$ cat config.mk
export PLATFORM = sky130hd
export DESIGN_NAME = touch_poll_ctrl
export DESIGN_NICKNAME = d
export VERILOG_FILES = /design/src/rtl/touch_pkg.sv /design/src/rtl/touch_poll_ctrl.sv
export SDC_FILE = /design/constraint.sdc
export NUM_CORES = 1
export LEC_CHECK = 0
export CORE_MARGIN = 3
export CORE_UTILIZATION = 35
export CTS_CLUSTER_DIAMETER = 80
export DETAILED_ROUTE_END_ITERATION = 8
export GPL_TIMING_DRIVEN = 0
export SETUP_SLACK_MARGIN = 0.05
export SLEW_MARGIN = 20
export SYNTH_ARGS = -nofsm -noshare
export SYNTH_HDL_FRONTEND = slang
export SYNTH_SLANG_ARGS = --single-unit
$ cat constraint.sdc
create_clock -name clk_in -period 3.8 [get_ports clk_in]
set_clock_uncertainty 0.15 [all_clocks]
set_input_delay 0.57 -clock clk_in [delete_from_list [all_inputs] [get_ports clk_in]]
set_output_delay 0.57 -clock clk_in [all_outputs]
set_load 0.02 [all_outputs]
$ cat src/rtl/touch_pkg.sv
// Shared definitions for the touch-controller polling sequencer: register map,
// sequencer states and the coordinate type.
package touch_pkg;

  localparam logic [7:0] REG_TD_STATUS = 8'h02;
  localparam logic [7:0] REG_P1_XH     = 8'h03;
  localparam logic [7:0] REG_P1_XL     = 8'h04;
  localparam logic [7:0] REG_P1_YH     = 8'h05;
  localparam logic [7:0] REG_P1_YL     = 8'h06;

  // Bytes captured per poll: TD_STATUS followed by the four P1 coordinate bytes.
  localparam int NUM_REGS = 5;

  typedef enum logic [2:0] {
    ST_RECOVER,
    ST_WAIT_POLL,
    ST_ISSUE,
    ST_WAIT_RESP,
    ST_GAP,
    ST_PUBLISH
  } state_t;

  typedef logic [11:0] coord_t;

  // Only a count of one or two touches is trusted; 0 and anything above 2
  // (including the 0xF the controller reports while booting) mean no touch.
  function automatic logic touch_present(input logic [7:0] td_status);
    return (td_status[3:0] == 4'd1) || (td_status[3:0] == 4'd2);
  endfunction

endpackage

$ cat src/rtl/touch_poll_ctrl.sv
// Polls a capacitive touch controller through a single-register I2C read engine
// and publishes one coordinate record per poll; recovers the engine on a hang.
module touch_poll_ctrl
  import touch_pkg::*;
#(
  parameter int         POLL_PERIOD = 1_000_000,
  parameter int         TIMEOUT     = 200_000,
  parameter logic [6:0] DEV_ADDR    = 7'h38,
  parameter int         RST_CYCLES  = 4
) (
  input  logic       clk_in,
  input  logic       rst_in,
  input  logic       enable_in,
  output logic       i2c_trigger_out,
  output logic [7:0] i2c_reg_out,
  output logic [6:0] i2c_addr_out,
  input  logic [7:0] i2c_data_in,
  input  logic       i2c_valid_in,
  output logic       i2c_rst_out,
  output coord_t     touch_x_out,
  output coord_t     touch_y_out,
  output logic [1:0] touch_event_out,
  output logic       touch_active_out,
  output logic       touch_valid_out,
  output logic       timeout_out
);

  localparam int PCW = (POLL_PERIOD > 1) ? $clog2(POLL_PERIOD) : 1;
  localparam int TCW = (TIMEOUT > 1) ? $clog2(TIMEOUT) : 1;
  localparam int RCW = $clog2(RST_CYCLES + 1);

  localparam logic [PCW-1:0] POLL_LAST = PCW'(POLL_PERIOD - 1);
  localparam logic [TCW-1:0] TMO_LAST  = TCW'(TIMEOUT - 1);
  localparam logic [RCW-1:0] RST_LOAD  = RCW'(RST_CYCLES);

  state_t         state_reg, state_next;
  logic [PCW-1:0] poll_cnt_reg, poll_cnt_next;
  logic [TCW-1:0] tmo_cnt_reg, tmo_cnt_next;
  logic [RCW-1:0] rst_cnt_reg, rst_cnt_next;
  logic [7:0]     reg_idx_reg, reg_idx_next;

  logic [7:0] shadow_reg [NUM_REGS];
  coord_t     x_reg, y_reg;
  logic [1:0] event_reg;
  logic       active_reg;

  logic poll_due;
  logic resp_ok;
  logic resp_tmo;
  logic publish_touch;
  logic publish_none;

  assign poll_due      = enable_in && (poll_cnt_reg == POLL_LAST);
  assign resp_ok       = (state_reg == ST_WAIT_RESP) && i2c_valid_in;
  assign resp_tmo      = (state_reg == ST_WAIT_RESP) && !i2c_valid_in && (tmo_cnt_reg == TMO_LAST);
  assign publish_touch = (state_reg == ST_GAP) && (reg_idx_reg == REG_P1_YL);
  assign publish_none  = (state_reg == ST_GAP) && (reg_idx_reg == REG_TD_STATUS)
                         && !touch_present(shadow_reg[0]);

  always_ff @(posedge clk_in or negedge rst_in) begin
    if (!rst_in) begin
      state_reg    <= ST_RECOVER;
      poll_cnt_reg <= '0;
      tmo_cnt_reg  <= '0;
      rst_cnt_reg  <= RST_LOAD;
      reg_idx_reg  <= '0;
    end else begin
      state_reg    <= state_next;
      poll_cnt_reg <= poll_cnt_next;
      tmo_cnt_reg  <= tmo_cnt_next;
      rst_cnt_reg  <= rst_cnt_next;
      reg_idx_reg  <= reg_idx_next;
    end
  end

  always_comb begin
    state_next   = state_reg;
    tmo_cnt_next = tmo_cnt_reg;
    rst_cnt_next = rst_cnt_reg;
    reg_idx_next = reg_idx_reg;

    // Free-running period counter; held during recovery so the first poll after
    // a reset or a hang lands one full period after the engine comes back.
    if ((state_reg == ST_RECOVER) || !enable_in || (poll_cnt_reg == POLL_LAST))
      poll_cnt_next = '0;
    else
      poll_cnt_next = poll_cnt_reg + 1'b1;

    case (state_reg)
      ST_RECOVER: begin
        if (rst_cnt_reg <= 1) begin
          rst_cnt_next = RST_LOAD;
          state_next   = ST_WAIT_POLL;
        end else begin
          rst_cnt_next = rst_cnt_reg - 1'b1;
        end
      end
      ST_WAIT_POLL: begin
        if (poll_due) begin
          reg_idx_next = REG_TD_STATUS;
          state_next   = ST_ISSUE;
        end
      end
      ST_ISSUE: begin
        tmo_cnt_next = '0;
        state_next   = ST_WAIT_RESP;
      end
      ST_WAIT_RESP: begin
        tmo_cnt_next = tmo_cnt_reg + 1'b1;
        if (i2c_valid_in) begin
          state_next = ST_GAP;
        end else if (tmo_cnt_reg == TMO_LAST) begin
          rst_cnt_next = RST_LOAD;
          state_next   = ST_RECOVER;
        end
      end
      ST_GAP: begin
        if (publish_touch || publish_none) begin
          state_next = ST_PUBLISH;
        end else begin
          reg_idx_next = reg_idx_reg + 8'd1;
          state_next   = ST_ISSUE;
        end
      end
      ST_PUBLISH: state_next = ST_WAIT_POLL;
      default:    state_next = ST_RECOVER;
    endcase
  end

  always_comb begin
    i2c_trigger_out = (state_reg == ST_ISSUE);
    i2c_rst_out     = (state_reg == ST_RECOVER);
    touch_valid_out = (state_reg == ST_PUBLISH);
    timeout_out     = resp_tmo;
  end

  // Shadow bytes for the poll in flight; a hung poll wipes them.
  always_ff @(posedge clk_in or negedge rst_in) begin
    if (!rst_in) begin
      for (int i = 0; i < NUM_REGS; i++) shadow_reg[i] <= '0;
    end else if (resp_tmo) begin
      for (int i = 0; i < NUM_REGS; i++) shadow_reg[i] <= '0;
    end else if (resp_ok) begin
      for (int i = 0; i < NUM_REGS; i++)
        if (reg_idx_reg == REG_TD_STATUS + 8'(i)) shadow_reg[i] <= i2c_data_in;
    end
  end

  // Published record is updated on the edge into PUBLISH so it is already
  // stable while touch_valid_out is high.
  always_ff @(posedge clk_in or negedge rst_in) begin
    if (!rst_in) begin
      x_reg      <= '0;
      y_reg      <= '0;
      event_reg  <= '0;
      active_reg <= 1'b0;
    end else if (publish_touch) begin
      x_reg      <= {shadow_reg[1][3:0], shadow_reg[2]};
      y_reg      <= {shadow_reg[3][3:0], shadow_reg[4]};
      event_reg  <= shadow_reg[1][7:6];
      active_reg <= 1'b1;
    end else if (publish_none) begin
      active_reg <= 1'b0;
    end
  end

  assign i2c_reg_out      = reg_idx_reg;
  assign i2c_addr_out     = DEV_ADDR;
  assign touch_x_out      = x_reg;
  assign touch_y_out      = y_reg;
  assign touch_event_out  = event_reg;
  assign touch_active_out = active_reg;

endmodule

# ---- Word level (Yosys, flattened, before mapping)
# Index checks and enable logic that the tools add are counted.
# Widths: inputs -> output; s select.
dict set report totals {
  wordCells 96
  input_bits 12
  out_inout_bits 46
  reg_bits 111
}
dict set report classes {
  n_reduce_logical 33
  n_addsub 4
  eq_ne 20
  n_lt_le_gt_ge 1
  mux 24
}
# cell n
set op_table {}
lappend op_table {{$mux 36} 2}
lappend op_table {{$mux 8} 6}
lappend op_table {{$pmux 18 s2} 1}
lappend op_table {{$eq 8x3->1 const B} 3}
lappend op_table {{$mux 3} 8}
lappend op_table {{$add 20x1->20 const B} 1}
lappend op_table {{$eq 20x20->1 const B} 1}
lappend op_table {{$mux 20} 1}
lappend op_table {{$reduce_bool 2->1} 10}
lappend op_table {{$add 18x1->18 const B} 1}
lappend op_table {{$eq 18x18->1 const B} 1}
lappend op_table {{$pmux 3 s6} 1}
lappend op_table {{$eq 8x2->1 const B} 2}
lappend op_table {{$pmux 8 s2} 1}
lappend op_table {{$reduce_and 2->1} 5}
lappend op_table {{$reduce_and 3->1} 3}
lappend op_table {{$add 8x1->8 const B} 1}
lappend op_table {{$logic_and 1x1->1} 7}
lappend op_table {{$eq 3x2->1 const B} 2}
lappend op_table {{$eq 3x3->1 const B} 2}
lappend op_table {{$ne 2x2->1 const B} 3}
lappend op_table {{$pmux 3 s2} 1}
lappend op_table {{$eq 4x1->1 const B} 1}
lappend op_table {{$eq 4x2->1 const B} 1}
lappend op_table {{10 further kinds} 17}

# ---- Longest topological paths before layout
dict set report logic_depth {
  word_depth 7
  mapped_depth 7
  depth_no_buf 7
}

# ---- Least setup slack after synthesis
# Ideal clock, no wire load.
dict set report synth_path {
  path_kind {register -> output}
  from {reg tmo_cnt_reg[9]}
  to {out timeout_out}
  required_ns 3.080
  path_slack_ns 1.521
  path_stages_with_launch 6
  arrival_ns 1.559
  cell_sequence {dfrtp_1 -> or4b_1 -> nor4_2 -> and4_1 -> buf_4 -> buf_6}
}
dict set report synth_via {
  elab_chain_cells 2
}
# element line_no
set synth_rtl {}
lappend synth_rtl {{start, declared} touch_poll_ctrl.sv:38} ;# logic [TCW-1:0] tmo_cnt_reg, tmo_cnt_next;
lappend synth_rtl {{start signal, assigned} touch_poll_ctrl.sv:70} ;# tmo_cnt_reg <= tmo_cnt_next;
lappend synth_rtl {{$eq 18x18->1} touch_poll_ctrl.sv:55} ;# assign resp_tmo = (state_reg == ST_WAIT_RESP) && !i2c_valid_in && (tmo_cnt_reg == TMO_LAST);
lappend synth_rtl {{$logic_and 1x1->1} touch_poll_ctrl.sv:55}
lappend synth_rtl {{end, declared} touch_poll_ctrl.sv:25} ;# output logic timeout_out
# No other way between the ends.

# ---- Worst setup path in the final report
# Same ends and word-level chain as after synthesis.

==> results.md <==
- Reg power frac: 0.530
- DRC: 0
- Critical-path top delay cell: clkdlybuf4s50_1
- Largest register FFs: 30
- Synth warn: 0
- Ant. Diodes: 0
- First-pass GRT wire length: 19.4 mm
- Crit path buf inv count: 3
- Vias in the first global route: just under 4,000
- GRT met3 Usage: 0.0466
- Initial Util: 0.362
- Syn-to-layout area delta: 20.4%
- Sequential area share after synthesis: 0.513
- Die width: between 100 and 150 µm
- Antenna viol nets, final: 0
- Via count: 3,829
- Crit path max-delay family: simple AND/OR/NAND/NOR gates
- Post-synth EDFFs: 0
- Worst Path Arrival: approximately 2700 ps
- Area of the multi-input gates: 2390 µm²
- FFs w/ async S/R, synth: 1.00
- F_max: ~290 MHz
- Worst-path cell chain: or4b_1 -> nor4_2 -> and4_1 -> buf_4 -> buf_6 -> clkdlybuf4s50_1
- Final period util: 0.912
- Min Tclk post-route: 3460 ps
- Met2 usage: 0.226
- WL final: ~11 mm
- Initial antenna violation count: 0
- Most common flop cell mapped by yosys: dfrtp_1
- Seq cells post-synth: 109
- Register cell area after layout: 2730 µm²
- CTS sink count: 109
- Worst slew pin tran: ~740 ps
- Clock-pin slew on the worst setup and hold paths: 70 ps
- CTS tree: done
- Clock share of power: 0.439
- GRT overflow: 0
- Total GRT Usage: 0.145
- Logic gate share of total power: 0.031
- Slew Limit Fails: 0
- CTS root buf: clkbuf_16
- Sw frac: 0.220
- Sw Pwr: 0.000483 W
- Pleak: about 3.2 nW
- Fraction of layout cells with a size suffix above 1: 0.128
- Max_cap viols: 0
- CTS buffer count: 9
- Power, Total: 0.00220 W
- Synthesized area per cell: about 11 µm²
- CP Class: register to primary output
- Nets: approximately 600
- WL/cell: 15.0 µm
- Post-CTS Resized: 0
- Die area: approximately 17,000 µm²
- Area of the mapped netlist: 5320 µm²
- P_int: 0.00171 W
- Initial DRT Pass Iterations: 4
- Final setup viols: 0
- Gr busiest metal: met2
- Iter 0 DRT Violations: about 320
- HP Class: register to register
- Unique masters post-synth: 54
- RSZ-0062 raised after global routing: no
- Power Dens Cells: between 300 and 400 nW/µm²
- DP HPWL: between 7 and 8 mm
- Relative slew slack: 0.506
- Fill cells: 1,379
- Placeable Area: 14,700 µm²
- Max clock buf depth: 2
- CTS H-tree depth: 3
- Top-Level Pins: 58
- Max incr delay on CP: 610 ps
- Placer Congestion: approximately 0.78
- Cells after Synth: 501
- Status: completed
- CP Max Fanout: 10
- IR Drop Worst-Case VDD: about 0.00026 V
- Final Hold Vio Count: 0
- Setup TNS: 0 ps
- Crit end category: primary output
- Worst path required time: 3080 ps
- Clock latency on the worst-skew pair: 350 ps
- GR Util met1: 0.200
- Via/cell ratio: roughly 5.1
- Port Buffers: 50
- Die height: 129 µm
- Placement Rows: 44
- CP startpoint kind: register
- Largest net degree at the start of global routing: 73
-- power groups by stage --
stage / clock, W / combinational (W) / sequential [W]
after detailed placement: 0 / 0.0000695 / 0.00119
after global routing: 0.00104 / 0.0000768 / 0.00116
after global placement: 0 / 0.0000647 / 0.00119
after CTS: 0.000992 / 0.0000705 / 0.00116
final: 0.000965 / 0.0000679 / 0.00116
after floorplan: 0 / 0.0000209 / 0.00119
-- Yosys cell counts, types with 2 or more instances --
| cell | count | area [µm²] |
|---|---|---|
| a21oi_1 | 6 | 30.0 |
| a2bb2oi_1 | 2 | 17.5 |
| a31oi_1 | 4 | 25.0 |
| and2_1 | 5 | 31.3 |
| and3_1 | 13 | 81.3 |
| and4_1 | 6 | 52.6 |
| buf_2 | 4 | 20.0 |
| buf_4 | 13 | 97.6 |
| buf_6 | 3 | 33.8 |
| clkbuf_1 | 7 | 26.3 |
| conb_1 | 2 | 7.51 |
| dfrtp_1 | 108 | 2700 |
| ha_1 | 8 | 100 |
| inv_1 | 12 | 45.0 |
| mux2_2 | 25 | 282 |
| mux2i_1 | 43 | 430 |
| nand2_1 | 45 | 169 |
| nand2b_1 | 4 | 25.0 |
| nand3_1 | 21 | 105 |
| nand3_2 | 3 | 30.0 |
| nand3b_1 | 2 | 15.0 |
| nand4_1 | 9 | 56.3 |
| nor2_1 | 72 | 270 |
| nor3_1 | 6 | 30.0 |
| nor3b_1 | 2 | 15.0 |
| nor4_1 | 3 | 18.8 |
| nor4b_1 | 2 | 17.5 |
| o211ai_1 | 3 | 22.5 |
| o21ai_0 | 23 | 115 |
| o21ai_1 | 2 | 10.0 |
| or3_1 | 2 | 12.5 |
| xnor2_1 | 5 | 43.8 |
| xor2_1 | 15 | 131 |
-- per-stage QoR --
| stage | worst slack (ps) | std cells | area (µm²) | hold slack, ps | util |
|---|---|---|---|---|---|
| final | 336 | 756 | 6410 | 343 | 0.436 |
| after detailed placement | 569 | 741 | 6100 | 323 | 0.415 |
| after global routing | 229 | 756 | 6410 | 363 | 0.436 |
| after floorplan | 1520 | 506 | 5340 | 124 | - |
| after global placement | -2200 | 740 | 6070 | 320 | 0.413 |
| after CTS | 320 | 756 | 6410 | 332 | 0.436 |
-- kinds of logic after synthesis --
kind of cell    after synthesis  share of synthesized area
other cells                   2                    0.00141
mux                          69                      0.136
compound gates               49                     0.0567
xor+xnor                     20                     0.0329
flops                       109                      0.513
fa+ha+maj                     8                     0.0188
simple gates                205                      0.200
buf+inv                      39                     0.0418
-- repair_timing --
action / CTS / global route
endpoints found under the hold margin: 37 / 0
buffers inserted: 0 / 0
hold buffers: 1 / 0
-- path summary, 6_finish.rpt --
path	startpoint	end	slack (ps)	depth (start not counted)
max	tmo_cnt_reg[9]	timeout_out	340	6
min reg2reg	poll_cnt_reg[0]	poll_cnt_reg[0]	340	1
max reg2reg	i2c_reg_out[0]	touch_y_out[10]	1640	6
max in group asynchronous	rst_in	rst_cnt_reg[2]	2260	3
min	poll_cnt_reg[0]	poll_cnt_reg[0]	340	1
min in group asynchronous	rst_in	poll_cnt_reg[8]	550	2
-- layout make-up --
cell class                 count  area share
timing repair buffer          52      0.0841
buffer                        27      0.0277
multi-input combinational    358       0.373
tap                          184      0.0359
clock buffer                  10      0.0373
inverter                      12     0.00703
sequential                   109       0.426
clock inverter                 4     0.00918
-- layer usage --
layer  vias up  wire length, µm
met5         -                0
met4         0              106
met3         8              539
met2        62             5330
met1      1906             5380
li1       1853                -
-- cell usage in the layout (no fill, tap or decap), types with 2 or more instances in the layout --
cell type	instances
nand3_2	3
o21ai_1	2
clkdlybuf4s50_1	49
clkinv_4	2
nor3_1	6
a21oi_1	6
nand4_1	9
xnor2_1	5
a31oi_1	4
xor2_1	15
and2_1	5
buf_2	4
nor3b_1	2
ha_1	8
nand3b_1	2
nor4b_1	2
conb_1	7
dfrtp_1	108
mux2i_1	43
nand3_1	21
mux2_2	25
nor2_1	72
nor4_1	3
clkbuf_16	9
or3_1	2
o211ai_1	3
nand2b_1	4
a2bb2oi_1	2
inv_1	12
buf_6	4
and3_1	13
buf_4	13
nand2_1	45
clkbuf_1	7
o21ai_0	23
and4_1	6
No activity file was read; power rests on OpenSTA's default activity.
